### src/rtl/spike_count_classifier.sv
// -----------------------------------------------------------------------------
// spike_count_classifier
//   Counts output spikes per class over a fixed window of ACCUM cycles (with an
//   optional early stop once one class leads the runner-up by EARLY_MARGIN),
//   then reports the winning class index and a tie flag through a
//   valid/ready handshake.
//
// Ports
//   clk        : single clock, all logic on the rising edge
//   reset      : synchronous, active-high reset
//   start      : request a new classification window (honoured in IDLE only)
//   spk_in     : one spike bit per class, sampled every ACCUM cycle
//   out_ready  : consumer accepts the result (honoured in HOLD only)
//   busy       : high in ACCUM, DECIDE and HOLD
//   out_valid  : result valid
//   label      : winning class index (lowest index wins ties)
//   tie        : winning count shared by at least two classes
//   counts     : per-class counters, class i at [CNT_W*i +: CNT_W]
// -----------------------------------------------------------------------------
module spike_count_classifier #(
  parameter  int N_CLASSES    = 2,
  parameter  int WINDOW       = 15,
  parameter  int CNT_W        = 8,
  parameter  int EARLY_MARGIN = 0,
  localparam int LBL_W        = (N_CLASSES > 2) ? $clog2(N_CLASSES) : 1
) (
  input  logic                       clk,
  input  logic                       reset,
  input  logic                       start,
  input  logic [N_CLASSES-1:0]       spk_in,
  input  logic                       out_ready,
  output logic                       busy,
  output logic                       out_valid,
  output logic [LBL_W-1:0]           label,
  output logic                       tie,
  output logic [N_CLASSES*CNT_W-1:0] counts
);

  typedef enum logic [1:0] {
    S_IDLE,
    S_ACCUM,
    S_DECIDE,
    S_HOLD
  } state_e;

  typedef logic [CNT_W-1:0] cnt_arr_t [N_CLASSES];

  // Leader, runner-up and leader index of a set of counters.
  typedef struct packed {
    logic [CNT_W-1:0] max_v;
    logic [CNT_W-1:0] sec_v;
    logic [LBL_W-1:0] idx;
  } rank_t;

  localparam logic [CNT_W-1:0] CNT_MAX   = '1;
  localparam logic [15:0]      WINDOW_M1 = 16'(WINDOW - 1);

  state_e           state_q;
  logic [15:0]      tick_q;
  cnt_arr_t         cnt_q;
  cnt_arr_t         cnt_d;
  logic [LBL_W-1:0] label_q;
  logic             tie_q;
  logic             valid_q;
  rank_t            rank_upd;
  rank_t            rank_cur;
  logic             early_hit;

  // Strict '>' keeps the lowest index on equal counts. The runner-up skips
  // only the leader's index, so a tie shows up as sec_v == max_v.
  function automatic rank_t rank_of(input cnt_arr_t c);
    rank_t r;
    r.max_v = c[0];
    r.idx   = '0;
    for (int i = 1; i < N_CLASSES; i++) begin
      if (c[i] > r.max_v) begin
        r.max_v = c[i];
        r.idx   = LBL_W'(i);
      end
    end
    r.sec_v = '0;
    for (int i = 0; i < N_CLASSES; i++) begin
      if (LBL_W'(i) != r.idx && c[i] > r.sec_v) r.sec_v = c[i];
    end
    return r;
  endfunction

  // Saturating per-class increment; only committed while in ACCUM.
  always_comb begin
    // NOTE: every always_comb output gets a default first so no path can
    // leave it unassigned and infer a latch.
    for (int i = 0; i < N_CLASSES; i++) begin
      cnt_d[i] = cnt_q[i];
      if (spk_in[i] && cnt_q[i] != CNT_MAX) cnt_d[i] = cnt_q[i] + CNT_W'(1);
    end
  end

  // Early stop looks at the counts being written this cycle, so the window
  // closes on the same edge that first makes the lead large enough.
  assign rank_upd  = rank_of(cnt_d);
  assign rank_cur  = rank_of(cnt_q);
  assign early_hit = (EARLY_MARGIN > 0) &&
                     (int'(rank_upd.max_v - rank_upd.sec_v) >= EARLY_MARGIN);

  always_ff @(posedge clk) begin
    // NOTE: sequential state uses non-blocking assignments only, so every
    // register samples pre-edge values regardless of statement order.
    if (reset) begin
      state_q <= S_IDLE;
      tick_q  <= '0;
      // NOTE: the counters are a handful of flops, not a RAM, so they are
      // reset along with the rest of the state.
      for (int i = 0; i < N_CLASSES; i++) cnt_q[i] <= '0;
      label_q <= '0;
      tie_q   <= 1'b0;
      valid_q <= 1'b0;
    end else begin
      unique case (state_q)
        S_IDLE: begin
          // Counters keep the last result visible until a new window starts.
          if (start) begin
            for (int i = 0; i < N_CLASSES; i++) cnt_q[i] <= '0;
            tick_q  <= '0;
            state_q <= S_ACCUM;
          end
        end
        S_ACCUM: begin
          cnt_q  <= cnt_d;
          tick_q <= tick_q + 16'd1;
          if (tick_q == WINDOW_M1 || early_hit) state_q <= S_DECIDE;
        end
        S_DECIDE: begin
          label_q <= rank_cur.idx;
          tie_q   <= (rank_cur.sec_v == rank_cur.max_v);
          state_q <= S_HOLD;
        end
        S_HOLD: begin
          // out_valid rises one cycle into HOLD; the handshake only counts
          // once the consumer has actually seen it high.
          if (valid_q && out_ready) begin
            valid_q <= 1'b0;
            state_q <= S_IDLE;
          end else begin
            valid_q <= 1'b1;
          end
        end
        default: state_q <= S_IDLE;
      endcase
    end
  end

  assign busy      = (state_q != S_IDLE);
  assign out_valid = valid_q;
  assign label     = label_q;
  assign tie       = tie_q;

  always_comb begin
    counts = '0;
    for (int i = 0; i < N_CLASSES; i++) counts[CNT_W*i +: CNT_W] = cnt_q[i];
  end

endmodule

### config.mk
export PLATFORM = sky130hd
export DESIGN_NAME = spike_count_classifier
export DESIGN_NICKNAME = d
export VERILOG_FILES = /design/src/rtl/spike_count_classifier.sv
export SDC_FILE = /design/constraint.sdc
export NUM_CORES = 1
export LEC_CHECK = 0
export CAP_MARGIN = 20
export CORE_MARGIN = 3
export CORE_UTILIZATION = 40
export CTS_CLUSTER_DIAMETER = 150
export DETAILED_ROUTE_END_ITERATION = 10
export MAX_ROUTING_LAYER = met4
export PLACE_DENSITY = 0.69
export SYNTH_ARGS = -nofsm -noshare
export SYNTH_HDL_FRONTEND = slang
export SYNTH_SLANG_ARGS = --single-unit
### constraint.sdc
create_clock -name clk -period 4.2 [get_ports clk]
set_clock_uncertainty 0.2 [all_clocks]
set_input_delay 1.26 -clock clk [delete_from_list [all_inputs] [get_ports clk]]
set_output_delay 1.26 -clock clk [all_outputs]
set_load 0.02 [all_outputs]
Yosys cells after proc, flatten, opt, wreduce, memory -nomap -nowiden
Cells that the tools add are included.

Bitwise gates (word level): 1. Magnitude comparators: 3. $add $sub $neg: 3. Reduce and logical (&&, ||, !) cells: 12. Eq/ne operators: 12. Mux-type cells: 14.

Operator list (number): one-hot mux 16 bit (2 select lines) (2); two-way mux 8 bit (5); adder 16 x 1 -> 16 bit (second input constant) (1); adder 8 x 1 -> 8 bit (second input constant) (2); == test 16 x 4 -> 1 bit (second input constant) (1); greater-than comparator 8 bit (2); two-way mux 16 bit (1); inequality test 8 bit (second input constant) (2); inequality test 2 bit (second input constant) (5); AND reduction 3 bit (3); == test 8 bit (1); greater-than comparator 8 x 1 -> 1 bit (second input constant) (1); one-hot mux 2 bit (4 select lines) (1); two-way mux 2 bit (3); logical AND 1 bit (5); == test 2 bit (second input constant) (2); nonzero test 2 bit (2); == test 2 x 1 -> 1 bit (second input constant) (1); logical NOT 2 bit (1); two-way mux 1 bit (2); AND reduction 2 bit (1); NOT 1 bit (1).

Logic and storage cells: 52. Register bits: 37. Output and inout port bits: 20. Input port bits: 6.

Longest topological paths before layout
Gate-level depths: netlist (run 1).

Depth after elaboration: 8. Depth in mapped cells: 16. Depth with buffers taken out: 15.

Worst setup path after synthesis (run 1)
OpenSTA, ideal clock, no wires.

Kind: register to register. Start point: reg cnt_q, in the netlist counts[1]. End point: reg tie_q, in the netlist tie. Data arrival time: 3434 ps. Setup slack: 437 ps. Path buffers: 1. Required time: 3871 ps. Cell stages (with the launch flop): 17. Period minus slack after synthesis: 3763 ps. Library setup time: 129 ps. Cells stage by stage: dfxtp_1 inv_1 ha_1 nor2b_1 o211ai_1 a21o_1 a31oi_1 clkbuf_1 nand3_1 ha_1 nor2b_1 o211ai_1 a21oi_1 o31ai_2 mux2_2 o211ai_1 a32oi_1.

Word-level cells in the longest chain between the ends: 8. Elaborated cells on any way between the ends: 11. Classes of those cells: 3 x order compare; 1 x eq/ne; 4 x mux; 1 x bitwise; 2 x reduce/logical.

Ends and longest elaborated chain: from (decl) (RTL line 60) `cnt_arr_t cnt_q;`; from (signal assigned) (RTL line 128) `cnt_q <= cnt_d;`; greater-than comparator 8 bit (RTL line 76) `if (c[i] > r.max_v) begin`; two-way mux 1 bit (RTL line 76); logical AND 1 bit (RTL line 83) `if (LBL_W'(i) != r.idx && c[i] > r.sec_v) r.sec_v = c[i];`; two-way mux 8 bit (RTL line 83); greater-than comparator 8 bit (RTL line 83); logical AND 1 bit (RTL line 83); two-way mux 8 bit (RTL line 83); == test 8 bit (*) (RTL line 134) `tie_q <= (rank_cur.sec_v == rank_cur.max_v);`; to (signal assigned) (RTL line 134); to (decl) (RTL line 63) `logic tie_q;`.

Mark *: on every way between the ends. The rest lies on a longest branch, timed or not. A chain may end at the register's enable or synchronous reset.

Worst setup path in the final report (run 1)
Ends and elaborated chain as after synthesis.

==> results.toml, run 1 <==
[logic_synthesis]
yosys-top-cells-count = "37 x sky130_fd_sc_hd__dfxtp_1, 37 x sky130_fd_sc_hd__nor2_1, 26 x sky130_fd_sc_hd__ha_1, 23 x sky130_fd_sc_hd__nand2_1, 18 x sky130_fd_sc_hd__inv_1"
synthXorXnorAreaFrac = 0.0857
post_synth_num_cell_types = 51
synth.cell_area_sq_mm = 0.00235
synth_register_bits = 37
synth-edff-count = 0
synth.mux.area_fraction = 0.0197
netlist_instances = 286
ys_async_sr_fraction = 0
avgSynthCellArea_sq_um = 8.22
seq_area_frac_synth = 0.315
ys_warn_count = 0
synth_compound_area_frac = 0.139
synth_area_leader_cell = "sky130_fd_sc_hd__dfxtp_1"
synth_top_cell_area_share = 0.315
ys_dominant_reg_cell = "sky130_fd_sc_hd__dfxtp_1"
adder_cell_area_share_of_the_yosys_netlist = 0.138
share_of_synthesized_cell_area_in_and_or_nand_and_nor_gates = 0.259
ys_top_cells_by_area = "sky130_fd_sc_hd__dfxtp_1 32%, sky130_fd_sc_hd__ha_1 14%, sky130_fd_sc_hd__nor2_1 5.9%, sky130_fd_sc_hd__xnor2_1 4.8%, sky130_fd_sc_hd__nand4_1 3.7%"
synth_top_family_by_area = "simple AND/OR/NAND/NOR gates"
synth_fp_nets = 318

[critical_path]
critical_path.most_common_cell = "sky130_fd_sc_hd__o211ai_1"
stage_delay_of_the_slowest_cell_on_the_critical_path_ns = 0.46
path_delay_family = "compound AO/OA/AOI/OAI gates"
timing.critical_path.required_ns = 4.17
critPathBufInv = 2
path_class = "register to register"
startpoint_type = "register"
end_kind = "register"
timing.critical_path.cells = "inv_1, ha_1, nor2b_1, o211ai_1, a21o_1, a31oi_1, buf_4, nand3_1, ha_1, nor2b_1, o211ai_1, a21oi_1, o31ai_2, mux2_2, o211ai_1, a32oi_1"
worst-endpoint-arrival_ns = 3.69
reg2reg_from = "counts[1]"
timing.critical_path.slowest_stage_cell = "sky130_fd_sc_hd__dfxtp_1"
r2r.worst_path.cells = 16
crit_path_start = "counts[1]"
worstPathMaxFanout = 13
worst-path-stages = 16

[cts]
cts-root-buf = "sky130_fd_sc_hd__clkbuf_8"
cts-buffers-inserted = 5
h-tree-depth = 2
cts.sink_count = 37
cts_setup_buffers = 0
cts.path.max_buffers = 2
ctsResizeCount = 0
ctsHoldBuffers = 0
worst_setup_hold_path_clk_slew_ns = 0.07
clock_latency_reported_for_the_late_side_of_the_worst_skew_pair_ns = 0.29
tritoncts_clock_tree = "yes"

[sta]
max_slew.worst_pin.slew_ns = 0.391
final-setup-viol-count = 0
timing.final.ws_setup_ns = 0.480
post-route-min-period_ns = 3.72
holdWs_ns = 0.302
final.setup.tns_ns = 0
tcrit_tclk_final = 0.886
timing.final.max_slew_violations = 0
max-slew-margin-rel = 0.738
max_freq_mhz = 269
timing.final.hold_violations = 0
rsz0062_at_grt = "false"

[pwr]
pwr_density_cell_mw_per_mm2 = 349
p_comb_frac = 0.338
leakagePower_nw = 1.09
max-vdd-ir-drop_mv = 0.301
seq_power_share = 0.406
p_int_uw = 641
switching_share = 0.348
power_frac_clock = 0.256
switching_power_uw = 342

[outcome]
outcome = "completed"

[placed_design]
portBuffers = 25
dp.final_hpwl_mm = 4.08
last_weighted_congestion_value_of_the_routability_driven_placer = 0.938
post-place-ws_ns = 0.520

[die]
initial_utilization = 0.419
rows = 27
die_height_microns = 82.7
io_pins = 26
design.die.area_sq_mm = 0.00683
fp.coreArea_sq_mm = 0.00561
die_x_microns = 82.7

[global_route]
total_track_usage = 0.177
grt_start_max_net_pins = 28
grt_pass1_wl_mm = 9.01
gr_overflow_total = 0
first_global_vias = 1958
grt_antenna_before_repair = 0

[detailed_routing]
drt-initial-drc-count = 116
detail_route.drc_violations = 0
drt_wirelength_mm = 5.42
postRouteAntennaNets = 0
routed-via-count = 2146
drtPass1Iterations = 4
vias_per_cell = 5.47
detail_route.wl_per_cell_microns = 13.8

[finish]
number_of_antenna_diodes = 0
num-nets-final = 352
flow.area_growth_from_synthesis_pct = 19.9
layout-drive-gt1-share = 0.0844

[min_path]
hold_path.startpoint = "label"
holdPathStages = 2
hp-class = "register to register"

[job]
max_cap_viol_count = 0
logic make-up after synthesis:
family	Yosys count
buffers and inverters	27
xor gates and xnor gates	23
DFF	37
muxes	4
adders and majority gates	26
and+or+nand+nor	121
AOI/OAI and AO/OA	48
per-layer routing:
metal | routed length [microns] | share of wire | GRT usage
met2 | 2430 | 0.45 | 0.274
met5 | 0 | 0 | -
met1 | 2570 | 0.47 | 0.230
met4 | 110 | 0.020 | 0.0670
met3 | 310 | 0.057 | 0.0325
worst min-delay path: stages (launching register included):
cell and delay [ns]:
sky130_fd_sc_hd__dfxtp_1 0.33, sky130_fd_sc_hd__mux2i_1 0.07, sky130_fd_sc_hd__nor2_1 0.07
power by group through the flow:
stage | registers, mW | clock network [mW] | logic [mW]
floorplan | 0.415 | 0 | 0.222
global placement | 0.407 | 0 | 0.328
detailed placement | 0.406 | 0 | 0.331
CTS | 0.399 | 0.262 | 0.333
global route | 0.403 | 0.276 | 0.377
finish | 0.399 | 0.252 | 0.333
registers in the layout (all words and copies together), names as in the netlist:
name	count
counts	16
tick_q	16
tie	1
out_valid	1
state_q	2
label	1
final timing paths:
kind           end  slack (ns)
max            tie        0.48
max reg2reg    tie        0.48
min reg2reg  label        0.30
min          label        0.30
cell type report:
cell class	instances	area [sq um]
Clock inverter	1	7.51
Fill cell	558	2790
Timing Repair Buffer	33	310
Inverter	21	78.8
Multi-Input combinational cell	222	1510
Tap cell	72	90.1
Clock buffer	6	82.6
Sequential cell	37	741
through the flow:
step / instances / instance area [sq um] / util / power, mW
6_report: 392 / 2820 / 0.502 / 0.983
5_1_grt: 392 / 2820 / 0.502 / 1.06
4_1_cts: 392 / 2820 / 0.502 / 0.993
3_5_place_dp: 385 / 2730 / 0.486 / 0.737
3_3_place_gp: 385 / 2730 / 0.486 / 0.735
2_1_floorplan: 286 / 2350 / - / 0.637
cells in the final DEF, fill, tap and decap left out, drive strengths merged, types with 3 or more instances in the layout:
cell / n
nor2: 38
dfxtp: 37
ha: 26
clkdlybuf4s50: 25
nand2: 23
inv: 21
nand4: 14
xnor2: 13
nand3: 13
a21oi: 10
xor2: 10
o21ai: 9
buf: 8
and3: 7
clkbuf: 6
o211ai: 6
nor3: 5
a31oi: 4
or3: 4
nor2b: 3
nor4: 3
a211oi: 3
o22ai: 3
Power figures use the tool's default switching activity.
==> run 2, diff against run 1 <==
--- a/config.mk
+++ b/config.mk
@@ -6,7 +6,7 @@
 export NUM_CORES = 1
 export LEC_CHECK = 0
 export CAP_MARGIN = 20
-export CORE_MARGIN = 3
+export CORE_MARGIN = 1.5
 export CORE_UTILIZATION = 40
 export CTS_CLUSTER_DIAMETER = 150
 export DETAILED_ROUTE_END_ITERATION = 10
==> results.toml, run 2 (synthesized netlist as in run 1, its figures left out) <==
[outcome]
outcome = "completed"

[detailed_routing]
detail_route.wl_per_cell_microns = 13.8
vias_per_cell = 5.45
drt-initial-drc-count = 180
detail_route.drc_violations = 0
drt_wirelength_mm = 5.43
postRouteAntennaNets = 0
drtPass1Iterations = 4
routed-via-count = 2142

[die]
die_x_microns = 79.7
design.die.area_sq_mm = 0.00635
rows = 27
io_pins = 26
initial_utilization = 0.422
fp.coreArea_sq_mm = 0.00557
die_height_microns = 79.7

[cts]
cts.sink_count = 37
ctsHoldBuffers = 0
cts-buffers-inserted = 5
ctsResizeCount = 0
tritoncts_clock_tree = "yes"
cts_setup_buffers = 0
h-tree-depth = 2
clock_latency_reported_for_the_late_side_of_the_worst_skew_pair_ns = 0.28
cts-root-buf = "sky130_fd_sc_hd__clkbuf_8"
worst_setup_hold_path_clk_slew_ns = 0.07
cts.path.max_buffers = 2

[sta]
final-setup-viol-count = 0
rsz0062_at_grt = "false"
post-route-min-period_ns = 3.73
max-slew-margin-rel = 0.719
max_slew.worst_pin.slew_ns = 0.419
final.setup.tns_ns = 0
timing.final.ws_setup_ns = 0.467
tcrit_tclk_final = 0.889
max_freq_mhz = 268
timing.final.max_slew_violations = 0
timing.final.hold_violations = 0

[critical_path]
timing.critical_path.required_ns = 4.16
timing.critical_path.cells = "inv_1, ha_1, nor2b_1, o211ai_1, a21o_1, a31oi_1, buf_4, nand3_1, ha_1, nor2b_1, o211ai_1, a21oi_1, o31ai_2, mux2_2, o211ai_1, a32oi_1"
reg2reg_to = "tie"
end_kind = "register"
r2r.worst_path.cells = 16
reg2reg_from = "counts[1]"
critical_path.most_common_cell = "sky130_fd_sc_hd__o211ai_1"
path_delay_family = "compound AO/OA/AOI/OAI gates"
startpoint_type = "register"
worst-r2r-setup-slack_ns = 0.47
worst-endpoint-arrival_ns = 3.69
path_class = "register to register"
worstPathMaxFanout = 13
critPathBufInv = 2
stage_delay_of_the_slowest_cell_on_the_critical_path_ns = 0.45
timing.critical_path.slowest_stage_cell = "sky130_fd_sc_hd__dfxtp_1"

[global_route]
grt_antenna_before_repair = 0
grt_pass1_wl_mm = 9.50
grt_start_max_net_pins = 28
gr_overflow_total = 0
total_track_usage = 0.195
first_global_vias = 2084

[pwr]
p_total_mw = 1.05
pwr_density_cell_mw_per_mm2 = 369
leakagePower_nw = 1.10
max-vdd-ir-drop_mv = 0.380

[placed_design]
portBuffers = 25
dp.final_hpwl_mm = 4.07
last_weighted_congestion_value_of_the_routability_driven_placer = 0.922
post-place-ws_ns = 0.532

[finish]
flow.area_growth_from_synthesis_pct = 21.0
num-nets-final = 352
layout.core_utilization = 0.510
layout-drive-gt1-share = 0.0841
seqCellArea_sq_um = 741
number_of_antenna_diodes = 0
layout.cells.most_common_list = "37 x sky130_fd_sc_hd__nor2_1, 37 x sky130_fd_sc_hd__dfxtp_1, 26 x sky130_fd_sc_hd__ha_1"
fillerInstances = 531
area_of_the_multi_input_gates_sq_mm = 0.00151

[min_path]
hp-class = "register to register"
hold_path.startpoint = "label"
holdPathEnd = "label"
holdPathStages = 2

[job]
max_cap_viol_count = 0
-- run 2: worst reg2reg max path: cells and delay by family, from the launching register on --
family,cells,cell delay (ns)
compound gates,8,1.26
fa+ha+maj,2,0.61
buf+inv,2,0.34
flops,1,0.45
mux,1,0.39
simple gates,3,0.35
-- run 2: worst max path at each step --
stage / start / endpoint / slack [ns] / cells past startpoint
after floorplan: counts[1] / tie / 0.44 / 16
after global placement: counts[1] / tie / 0.61 / 16
after detailed placement: counts[1] / tie / 0.53 / 16
after CTS: counts[1] / tie / 0.50 / 16
after global routing: counts[1] / tie / 0.23 / 16
final: counts[1] / tie / 0.47 / 16
-- run 2: cell type report --
type,instances,share of cell area
Tap cell,72,0.0317
Multi-Input combinational cell,222,0.530
Clock inverter,1,0.0106
Clock buffer,7,0.0304
Inverter,21,0.0277
Sequential cell,37,0.260
Timing Repair Buffer,33,0.109
-- run 2: metrics by stage --
stage / std cells / instance area (sq um) / hold WS [ns]
final: 393 / 2840 / 0.313
after global routing: 393 / 2840 / 0.358
after CTS: 393 / 2840 / 0.320
after detailed placement: 385 / 2730 / 0.297
after global placement: 385 / 2730 / 0.292
after floorplan: 286 / 2350 / 0.271
-- run 2: power by group --
| group | switching (mW) | internal, mW | leakage, nW | total (mW) |
|---|---|---|---|---|
| Combinational | 0.197 | 0.137 | 0.744 | 0.334 |
| Sequential | 0.0242 | 0.376 | 0.299 | 0.400 |
| Clock | 0.123 | 0.194 | 0.0585 | 0.317 |
| Total | 0.344 | 0.706 | 1.10 | 1.05 |
-- run 2: routing by layer --
layer | global-route usage | vias to the layer above | wire, microns
met2 | 0.310 | 62 | 2480
met1 | 0.251 | 982 | 2560
met3 | 0.0217 | 9 | 291
met4 | 0.0842 | 0 | 99
li1 | - | 1089 | -
met5 | - | - | 0
